**src/rtl/seq_serializer_6_if.sv**
```systemverilog
// seq_serializer_6 bus: parallel word in,
// serial frame stream out.
interface seq_serializer_6_if #(
  parameter int WIDTH = 6
);
  logic [WIDTH-1:0] din;
  logic             din_valid;
  logic             din_ready;
  logic             data;
  logic             frame_start;
  logic             underrun;
  logic [7:0]       underrun_cnt;

  modport master (
    output din,
    output din_valid,
    input  din_ready,
    input  data,
    input  frame_start,
    input  underrun,
    input  underrun_cnt
  );

  modport slave (
    input  din,
    input  din_valid,
    output din_ready,
    output data,
    output frame_start,
    output underrun,
    output underrun_cnt
  );
endinterface

```
**src/rtl/seq_serializer_6.sv**
```systemverilog
// Parallel-to-serial framer: small FIFO in,
// gapless MSB-first frames out, idle fill.
module seq_serializer_6 #(
  parameter int               WIDTH     = 6,
  parameter int               DEPTH     = 2,
  parameter logic [WIDTH-1:0] IDLE_WORD = '0
) (
  input logic              clk,
  input logic              rst_n,
  seq_serializer_6_if.slave bus
);

  localparam int AW = $clog2(DEPTH);
  localparam int CW = AW + 1;
  localparam int BW = $clog2(WIDTH);
  localparam logic [CW-1:0] FULL = CW'(DEPTH);
  localparam logic [BW-1:0] LAST = BW'(WIDTH - 1);

  logic [WIDTH-1:0] mem_q [DEPTH];
  logic [WIDTH-1:0] mem_d [DEPTH];
  logic [AW-1:0]    wr_ptr_q, wr_ptr_d;
  logic [AW-1:0]    rd_ptr_q, rd_ptr_d;
  logic [CW-1:0]    count_q, count_d;
  logic [BW-1:0]    bit_cnt_q, bit_cnt_d;
  logic [WIDTH-1:0] shift_q, shift_d;
  logic             data_q, data_d;
  logic             fs_q, fs_d;
  logic             ur_q, ur_d;
  logic [7:0]       ucnt_q, ucnt_d;

  logic             push;
  logic             pop;
  logic             load;
  logic [WIDTH-1:0] word;

  // FIFO bookkeeping, frame counter and shifter
  always_comb begin
    push      = bus.din_valid && (count_q != FULL);
    load      = (bit_cnt_q == '0);
    pop       = load && (count_q != '0);
    word      = pop ? mem_q[rd_ptr_q] : IDLE_WORD;
    mem_d     = mem_q;
    wr_ptr_d  = wr_ptr_q;
    rd_ptr_d  = rd_ptr_q;
    count_d   = count_q;
    shift_d   = shift_q << 1;
    data_d    = shift_q[WIDTH-1];
    fs_d      = 1'b0;
    ur_d      = 1'b0;
    ucnt_d    = ucnt_q;
    bit_cnt_d = bit_cnt_q + BW'(1);

    if (bit_cnt_q == LAST)
      bit_cnt_d = '0;

    if (push) begin
      mem_d[wr_ptr_q] = bus.din;
      wr_ptr_d        = wr_ptr_q + AW'(1);
    end

    if (pop)
      rd_ptr_d = rd_ptr_q + AW'(1);

    unique case (1'b1)
      push && !pop: count_d = count_q + CW'(1);
      pop && !push: count_d = count_q - CW'(1);
      default:      count_d = count_q;
    endcase

    if (load) begin
      data_d  = word[WIDTH-1];
      shift_d = word << 1;
      fs_d    = 1'b1;
      ur_d    = !pop;
      if (!pop && ucnt_q != 8'hFF)
        ucnt_d = ucnt_q + 8'd1;
    end
  end

  // state registers, cleared asynchronously
  always_ff @(posedge clk or negedge rst_n) begin
    if (!rst_n) begin
      mem_q     <= '{default: '0};
      wr_ptr_q  <= '0;
      rd_ptr_q  <= '0;
      count_q   <= '0;
      bit_cnt_q <= '0;
      shift_q   <= '0;
      data_q    <= 1'b0;
      fs_q      <= 1'b0;
      ur_q      <= 1'b0;
      ucnt_q    <= '0;
    end else begin
      mem_q     <= mem_d;
      wr_ptr_q  <= wr_ptr_d;
      rd_ptr_q  <= rd_ptr_d;
      count_q   <= count_d;
      bit_cnt_q <= bit_cnt_d;
      shift_q   <= shift_d;
      data_q    <= data_d;
      fs_q      <= fs_d;
      ur_q      <= ur_d;
      ucnt_q    <= ucnt_d;
    end
  end

  assign bus.din_ready    = (count_q != FULL);
  assign bus.data         = data_q;
  assign bus.frame_start  = fs_q;
  assign bus.underrun     = ur_q;
  assign bus.underrun_cnt = ucnt_q;

endmodule

```
**src/flat_wrapper.sv**
```systemverilog
// flat-port wrapper written by rule: the top's interface ports become plain ports
module seq_serializer_6_flat 
#(
  parameter int               WIDTH     = 6,
  parameter int               DEPTH     = 2,
  parameter logic [WIDTH-1:0] IDLE_WORD = '0
)
  (clk, rst_n, bus_din, bus_din_valid, bus_din_ready, bus_data, bus_frame_start, bus_underrun, bus_underrun_cnt);
  seq_serializer_6_if #(.WIDTH(WIDTH)) bus_i ();
  input logic clk;
  input logic rst_n;
  input wire logic [$bits(bus_i.din)-1:0] bus_din;
  input wire logic [$bits(bus_i.din_valid)-1:0] bus_din_valid;
  output wire logic [$bits(bus_i.din_ready)-1:0] bus_din_ready;
  output wire logic [$bits(bus_i.data)-1:0] bus_data;
  output wire logic [$bits(bus_i.frame_start)-1:0] bus_frame_start;
  output wire logic [$bits(bus_i.underrun)-1:0] bus_underrun;
  output wire logic [$bits(bus_i.underrun_cnt)-1:0] bus_underrun_cnt;
  assign bus_i.din = bus_din;
  assign bus_i.din_valid = bus_din_valid;
  assign bus_din_ready = bus_i.din_ready;
  assign bus_data = bus_i.data;
  assign bus_frame_start = bus_i.frame_start;
  assign bus_underrun = bus_i.underrun;
  assign bus_underrun_cnt = bus_i.underrun_cnt;
  seq_serializer_6 #(.WIDTH(WIDTH), .DEPTH(DEPTH), .IDLE_WORD(IDLE_WORD)) u_core (.clk(clk), .rst_n(rst_n), .bus(bus_i));
endmodule
```
**config.mk**
```make
export PLATFORM = sky130hd
export DESIGN_NAME = seq_serializer_6_flat
export DESIGN_NICKNAME = d
export VERILOG_FILES = /design/src/rtl/seq_serializer_6_if.sv /design/src/rtl/seq_serializer_6.sv /design/src/flat_wrapper.sv
export SDC_FILE = /design/constraint.sdc
export NUM_CORES = 1
export LEC_CHECK = 0
export BUFFER_PORTS_ARGS = -buffer_cell sky130_fd_sc_hd__buf_2
export CORE_MARGIN = 5
export CORE_UTILIZATION = 30
export CTS_CLUSTER_SIZE = 28
export DETAILED_ROUTE_END_ITERATION = 8
export PLACE_DENSITY = 0.44
export SLEW_MARGIN = 20
export SYNTH_ARGS = -nofsm -noshare
export SYNTH_HDL_FRONTEND = slang
export SYNTH_SLANG_ARGS = --single-unit
```
**constraint.sdc**
```tcl
create_clock -name clk -period 2.13 [get_ports clk]
set_input_delay 0.426 -clock clk [delete_from_list [all_inputs] [get_ports clk]]
set_output_delay 0.426 -clock clk [all_outputs]
set_load 0.03 [all_outputs]
```
# == Word level (Yosys, flattened, before mapping) ==
# Cells that the tools add are included.
# op_classes
add_sub_neg,6
order_cmp,3
n_eq_ne,3
mux,13
bitwise_logic,2
reduce_logical,12
# ops
op,n
6-bit two-way mux,6
12-bit bitwise mux,1
8-bit by 1-bit adder with 8-bit output (second input constant),1
8-bit != test (second input constant),1
6-bit demux with 1-bit select,1
1-bit logical AND,6
2-bit >= comparator (second input constant),2
1-bit inverter with 2-bit output,2
2-bit case mux with 2 select lines,1
2-bit nonzero test,2
3-bit by 1-bit adder with 3-bit output (second input constant),1
3-bit equality test (second input constant),1
3-bit logical NOT,1
1-bit two-way mux,3
3-bit two-way mux,1
1-bit adder (second input constant),2
2-bit by 1-bit adder with 2-bit output (second input constant),1
1-bit logical NOT,2
2-bit by 1-bit < comparator with 1-bit output (second input constant),1
2-bit != test (second input constant),1
2-bit AND reduction,1
2-bit by 1-bit subtractor with 2-bit output (second input constant),1
# word_totals
register_bits,36
word_cells,50

# == Depth between registers and ports, before layout ==
# Gate-level depths: netlist (run 1).
# logic_depth
ltp_word,6
depth_mapped,9
ltp_nobuf,8

# == Least setup slack after synthesis (run 1) ==
# No wires, ideal clock.
# synth_timing
path_kind,reg-to-reg
start,register u_core.count_q[0]
end,register u_core.mem_q[10] (netlist bit)
t_arrival_ns,1.663
required_ns,2.005
path_slack_ns,0.342
path_stages_with_launch,6
synth_period_minus_slack_ns,1.788
cell_sequence,dfrtp_1 > clkbuf_2 > nand2b_1 > nand2_1 > nor2_1 > mux2_2
# synth_via
elab_chain_cells,2
# synth_lines
item,line,rtl
start: declaration,seq_serializer_6.sv:23,"logic [CW-1:0] count_q, count_d;"
start signal: assignment,seq_serializer_6.sv:97,count_q <= count_d;
2-bit != test,-,
net bus_din_ready,flat_wrapper.sv:14,output wire logic [$bits(bus_i.din_ready)-1:0] bus_din_ready;
1-bit logical AND,seq_serializer_6.sv:38,push = bus.din_valid && (count_q != FULL);
end signal: assignment,seq_serializer_6.sv:94,mem_q <= mem_d;
end: declaration,seq_serializer_6.sv:19,logic [WIDTH-1:0] mem_q [DEPTH];
# The timed path passes the listed nets, and every way through them passes these cells.
# A chain may end at the register's enable or synchronous reset.

# == Worst setup path in the final report (run 1) ==
# layout_timing
start,register u_core.bit_cnt_q[2]
end,register u_core.count_q[1]
# layout_via
elab_chain_cells,5
elab_cells_between_ends,7
# layout_lines
item,line,rtl
start: declaration,seq_serializer_6.sv:24,"logic [BW-1:0] bit_cnt_q, bit_cnt_d;"
start signal: assignment,seq_serializer_6.sv:98,bit_cnt_q <= bit_cnt_d;
3-bit logical NOT *,seq_serializer_6.sv:39,load = (bit_cnt_q == '0);
1-bit logical AND *,seq_serializer_6.sv:40,pop = load && (count_q != '0);
net u_core.pop,seq_serializer_6.sv:32,logic pop;
1-bit logical NOT,seq_serializer_6.sv:65,push && !pop: count_d = count_q + CW'(1);
1-bit logical AND,seq_serializer_6.sv:65,
2-bit case mux with 2 select lines / 2-bit nonzero test (equally long branches),-,
# The timed path passes the listed nets; every way through them passes the cells marked *.

==> key figures, run 1 <==
Timing
  – Worst slew pin tran: 0.790 ns
  – Total negative setup slack: 0 ns
  – Final setup viols: 0
  – Fmax: ~0.55 GHz
  – Hold slack: roughly 0.23 ns
  – Final worst slack: slightly below 0.3 ns
  – RSZ-0062 raised after global routing: no
  – Hold Vio Cnt, Final: 0
  – Fin. max-slew vios: 0
  – Fin crit share: a little under nine tenths
  – Final Critical Period: 1.83 ns
  – Clk_skew: 0.00426 ns
  – Slew HR: around 47%

Global routing
  – Total track usage: 9.69%
  – Vias in the first global route: 985
  – Initial antenna violation count: 0
  – Grt ovf: 0
  – Pin count of the biggest net entering global routing: 36
  – Global-route wire length before repair: roughly 4700 µm

Logic synthesis
  – Sequential share of the synthesized area: 59.1%
  – Syn Area/Cell: approximately 13 µm²
  – Area leader, netlist: dfrtp_1
  – YS warnings: 0
  – Share of the synthesized area in the top cell type: 59.1%
  – Mapped cell area: between 0.001 and 0.0015 mm²
  – Yosys reg bits: 35
  – Net Count, Synth: 127
  – Synthesized instance count: between 100 and 150
  – Top post-synthesis cells by area: dfrtp_1 (59%), mux2_2 (11%), mux2i_1 (4.7%), xnor2_1 (3.0%), nand2_1 (2.5%)
  – Number of distinct library cells after synthesis: 26

Routing
  – Via count: 927
  – Drt initial violations: 32
  – Drt pass-1 iters: 4
  – ANT nets after route: 0
  – WL final: 2700 µm
  – Vias/cell: between 4 and 5
  – Wirelength per Cell: 13.0 µm
  – DRC: 0

Clock tree
  – Clk buf depth: 2
  – Skew-Pair Late Insertion Delay: 0.28 ns
  – Clock sink total: 35
  – CTS tree: done
  – Total CTS buffers: 5
  – Post-CTS Hold Fix Bufs: 0
  – Reg clk slew, reported paths: roughly 0.070 ns
  – Max H-tree Level: 2
  – Setup Fix Bufs, Post-CTS: 0
  – CTS root buf: clkbuf_8
  – Post-CTS Resized: 0

Final layout
  – # fillers: 483
  – Layout cell share with drive strength beyond 1: 31.2%
  – Core Util, Final: 36.4%
  – Register area: 876 µm²
  – Nets: 153
  – Commonest cells after routing, fill and taps aside: dfrtp_1 (35), buf_2 (20), mux2_2 (14)
  – Most common cell after layout, fill and taps aside: dfrtp_1
  – Multi-input logic area: 567 µm²
  – Area grow syn2layout: 17.0%
  – Antenna fix cells: 0

Floorplanning
  – Die width: 80.3 µm
  – DIE AREA: 0.00644 mm²
  – Core area: 0.00475 mm²
  – I/O pins: 21
  – Row count: 25
  – Initial Util: 31.2%
  – DIE HEIGHT: 80.3 µm

Critical path
  – CP Cell Sequence: or3_1, inv_2, o21ai_1, inv_1, ha_1, xnor2_1, nor2_1, xor2_1
  – Worst path top cell family by delay: simple AND/OR/NAND/NOR gates
  – Critical path startpoint category: register
  – Max FO, Critical Path: 7
  – WP data arrival: slightly below 2 ns
  – CP max stage delay: 0.53 ns
  – R2r setup slk: slightly below 0.3 ns
  – Crit end category: register
  – CP bufs+invs: 2
  – Crit path kind: reg -> reg
  – Worst Path Required: 2.29 ns
  – Slowest CP cell: or3_1

Pwr
  – Power per cell area: 1280 mW/mm²
  – Total leakage power: 0.835 nW
  – Worst VDD drop: 0.000627 V

Min path
  – Hold Path Class: in -> async

Run status
  – Outcome: finished clean

Place
  – RD Place Congestion: 0.690
  – HPWL Detailed: approximately 1900 µm
  – Pre-CTS setup slack: 0.287 ns
  – IO buf count: 20

Run
  – Max Cap Viol: 0
-- worst register-to-register path: cells and delay by family, from the launching register on --
| kind | cells | cell delay [ns] |
|---|---|---|
| xor gates and xnor gates | 2 | 0.26 |
| and+or+nand+nor | 2 | 0.60 |
| AOI/OAI and AO/OA | 1 | 0.09 |
| buffers and inverters | 2 | 0.22 |
| DFF | 1 | 0.40 |
| adders and majority gates | 1 | 0.15 |
-- layout make-up --
cell class | instances | area share (%)
Sequential cell | 35 | 50.5
Multi-Input combinational cell | 73 | 32.7
Timing Repair Buffer | 22 | 6.64
Tap cell | 67 | 4.84
Clock buffer | 6 | 4.19
Inverter | 5 | 1.08
-- stage by stage --
| step | std cells | total power, W | instance area [µm²] |
|---|---|---|---|
| after floorplan | 116 | 0.00162 | 1480 |
| after global placement | 202 | 0.00179 | 1660 |
| after detailed placement | 202 | 0.00182 | 1660 |
| after CTS | 208 | 0.00225 | 1730 |
| after global routing | 208 | 0.00238 | 1730 |
| final | 208 | 0.00222 | 1730 |
-- power breakdown --
part	leakage [nW]	switching [W]	internal [W]	total, W
clock network	0.0371	0.000210	0.000218	0.000427
logic	0.370	0.000348	0.000326	0.000674
registers	0.428	0.000203	0.000915	0.00112
total	0.835	0.000760	0.00146	0.00222
-- per-layer routing --
| layer | track usage, % | routed length (µm) |
|---|---|---|
| met5 | 0 | 0 |
| met4 | 3.55 | 45 |
| met2 | 14.2 | 1230 |
| met1 | 12.1 | 1250 |
| met3 | 4.93 | 176 |
-- cells in the mapped netlist --
cell       n
nand4_1    3
nand2_1   10
dfrtp_1   35
ha_1       2
o21ai_0    5
o211ai_4   1
mux2_2    14
nor3_1     1
buf_1      1
or3_1      1
xor2_1     4
a41oi_1    1
inv_1      4
inv_2      1
a31oi_1    1
nor2_1     8
nand2b_1   1
nor2b_1    1
mux2_1     2
xnor2_1    5
clkbuf_2   1
o21ai_1    1
mux2i_1    7
nand3_1    4
nor3_4     1
buf_6      1
-- logic make-up after synthesis --
| family | share of synthesized area [%] |
|---|---|
| DFF | 59.1 |
| and+or+nand+nor | 9.88 |
| muxes | 16.9 |
| AOI/OAI and AO/OA | 4.48 |
| xor gates and xnor gates | 5.32 |
| buffers and inverters | 2.62 |
| adders and majority gates | 1.69 |
-- worst paths after layout --
check	endpoint	from	depth (start not counted)
min	u_core.bus.underrun_cnt[6]	rst_n	1
max	u_core.count_q[1]	u_core.bit_cnt_q[2]	8
min reg2reg	u_core.shift_q[3]	u_core.shift_q[2]	2
max reg2reg	u_core.count_q[1]	u_core.bit_cnt_q[2]	8
min in group clk	u_core.mem_q[3]	bus_din[3]	2
max in group asynchronous	u_core.mem_q[7]	rst_n	1
-- state kept, by name, summed over array words and instances, names as in the netlist --
name / count
u_core.count_q: 2
u_core.bus.underrun: 1
u_core.bus.underrun_cnt: 8
u_core.rd_ptr_q: 1
u_core.wr_ptr_q: 1
u_core.bit_cnt_q: 3
u_core.bus.frame_start: 1
u_core.bus.data: 1
u_core.mem_q: 12
u_core.shift_q: 5
(Power assumes the default switching activity.)
==> run 2, diff against run 1 <==
CORE_UTILIZATION = 40   (was 30)
PLACE_DENSITY = 0.56   (was 0.44)
==> run 2 against run 1 <==
Register-to-register slack about the same. Global-route usage increased by 1.2 points. Largest cell class unchanged. Clock skew decreased by 0.0019 ns. Critical endpoint unchanged. Sequential share of layout area increased by 0.44 points. Largest power group unchanged. Critical path depth decreased by 1. Clock power increased by 4%. Power increased by 0.20%.
==> key figures, run 2 (synthesis gave the netlist of run 1 again) <==
Timing
  – Slew HR: 50.2% (+2.9 points)
  – Worst slew pin tran: 0.747 ns (-0.0429 ns)
  – Final setup viols: 0 (unchanged)
  – Clk_skew: 0.00239 ns (-0.00187 ns)
  – Fin. max-slew vios: 0 (unchanged)
  – Fin crit share: 85.9% (-0.11 points)
  – Hold Vio Cnt, Final: 0 (unchanged)
  – Total negative setup slack: 0 ns (unchanged)
  – Final worst slack: 0.300 ns (+0.00241 ns)
  – Final Critical Period: 1.83 ns (-0.00241 ns)
  – RSZ-0062 raised after global routing: no
  – Fmax: 0.546 GHz (+0.13%)

Pwr
  – Sequential share of power: 50.3% (about the same)
  – Sw frac: 33.9% (-0.39 points)
  – Cell internal pwr: 0.00147 W (+0.79%)
  – Power per cell area: 1290 mW/mm² (+1.1%)
  – Clock power share: 20.1% (+0.8 points)
  – Total leakage power: 0.840 nW (+0.61%)
  – NetSw: 0.000753 W (-0.95%)
  – Power, Total: 0.00222 W (+0.20%)
  – Worst VDD drop: 0.000542 V (-14%)
  – Combinational power share: 29.7% (-0.7 points)

Routing
  – Drt pass-1 iters: 4 (unchanged)
  – ANT nets after route: 0 (unchanged)
  – Via count: 897 (-3.2%)
  – DRC: 0 (unchanged)
  – Vias/cell: 4.70 (+5.4%)
  – Wirelength per Cell: 12.6 µm (-3.2%)
  – Drt initial violations: 35 (+9.4%)
  – WL final: 2400 µm (-11%)

Final layout
  – Most common cell after layout, fill and taps aside: dfrtp_1
  – Nets: 153 (unchanged)
  – # fillers: 364 (-25%)
  – Max FFs per register: 12 (unchanged)
  – Largest Register: u_core.mem_q
  – Area grow syn2layout: 16.0%
  – Final instance area: 0.00172 mm² (-0.87%)
  – Core Util, Final: 47.3% (+11 points)
  – Antenna fix cells: 0 (unchanged)
  – Layout cell share with drive strength beyond 1: 31.5% (+0.26 points)
  – Commonest cells after routing, fill and taps aside: dfrtp_1 (35), buf_2 (20), mux2_2 (14)

Critical path
  – Max FO, Critical Path: 7 (unchanged)
  – WP data arrival: 2.03 ns (+0.04 ns)
  – Critical path startpoint category: register
  – Crit path kind: reg -> reg
  – Worst reg2reg startpoint: u_core.bit_cnt_q[2]
  – Worst Path Required: 2.33 ns (+0.04 ns)
  – Crit end category: register
  – Worst Setup SP: u_core.bit_cnt_q[2]

Run status
  – Outcome: finished clean

Clock tree
  – Clock sink total: 35 (unchanged)
  – Post-CTS Resized: 0 (unchanged)
  – Skew-Pair Late Insertion Delay: 0.28 ns (about the same)
  – Total CTS buffers: 5 (unchanged)
  – Setup Fix Bufs, Post-CTS: 0 (unchanged)
  – CTS tree: done
  – Reg clk slew, reported paths: 0.06 ns (about the same)
  – Post-CTS Hold Fix Bufs: 0 (unchanged)
  – CTS root buf: clkbuf_8
  – Clk buf depth: 2 (unchanged)
  – Max H-tree Level: 2 (unchanged)

Global routing
  – Initial antenna violation count: 0 (unchanged)
  – Pin count of the biggest net entering global routing: 36 (unchanged)
  – Grt ovf: 0 (unchanged)
  – Vias in the first global route: 928 (-5.8%)
  – Total track usage: 10.9% (+1.2 points)
  – Global-route wire length before repair: 4110 µm (-12%)

Place
  – IO buf count: 20 (unchanged)
  – Placed Instance Area: 0.00164 mm² (-1.4%)
  – HPWL Detailed: 1740 µm (-8.2%)
  – Pre-CTS setup slack: 0.305 ns (+0.0180 ns)
  – RD Place Congestion: 0.718 (+4.1%)

Floorplanning
  – Core area: 0.00363 mm² (-24%)
  – Row count: 22 (-12%)
  – Die width: 70.9 µm (-12%)
  – Initial Util: 40.8% (+9.6 points)
  – I/O pins: 21 (unchanged)
  – DIE AREA: 0.00502 mm² (-22%)
  – DIE HEIGHT: 70.9 µm (-12%)

Min path
  – Hold Path Class: in -> async

Run
  – Max Cap Viol: 0 (unchanged)
[run 2: critical path: stages, from the launching register on]
cell and delay [ns]:
dfrtp_1 0.40, or3_1 0.52, inv_2 0.14, o21ai_1 0.09, inv_1 0.07, ha_1 0.25, nor2_1 0.14, xor2_1 0.15
[run 2: cell type report]
type | instances | area, µm² | share of cell area [%]
Clock buffer | 7 | 76.3 | 4.44
Clock inverter | 1 | 5.00 | 0.291
Inverter | 5 | 18.8 | 1.09
Multi-Input combinational cell | 73 | 567 | 33.0
Sequential cell | 35 | 876 | 51.0
Tap cell | 48 | 60.1 | 3.50
Timing Repair Buffer | 22 | 115 | 6.70
[run 2: worst paths after layout]
check                                             end  slack (ns)  depth (start not counted)
min in group clk                     u_core.mem_q[11]        0.39                          2
hold / removal             u_core.bus.underrun_cnt[6]        0.21                          1
setup reg to reg                    u_core.count_q[1]        0.30                          7
setup / recovery                    u_core.count_q[1]        0.30                          7
hold reg to reg                     u_core.shift_q[4]        0.45                          2
max in group asynchronous            u_core.mem_q[11]        1.45                          1
[run 2: metal layers]
layer	GRT usage [%]	part of all wire (%)
met5	0	0
met4	6.26	2.2
met2	16.4	46
met3	5.11	4.6
met1	12.8	47
[run 2: power by group through the flow]
stage	clock network [W]	registers (W)	logic (W)
finish	0.000446	0.00112	0.000660
global route	0.000490	0.00115	0.000732
CTS	0.000460	0.00112	0.000675
detailed placement	0	0.00113	0.000673
global placement	0	0.00112	0.000659
floorplan	0	0.00115	0.000465
[run 2: per-stage QoR]
stage	hold slack (ns)	cells
6_report	0.208	191
5_1_grt	0.289	191
4_1_cts	0.236	191
3_5_place_dp	0.440	183
3_3_place_gp	0.437	183
2_1_floorplan	0.130	116
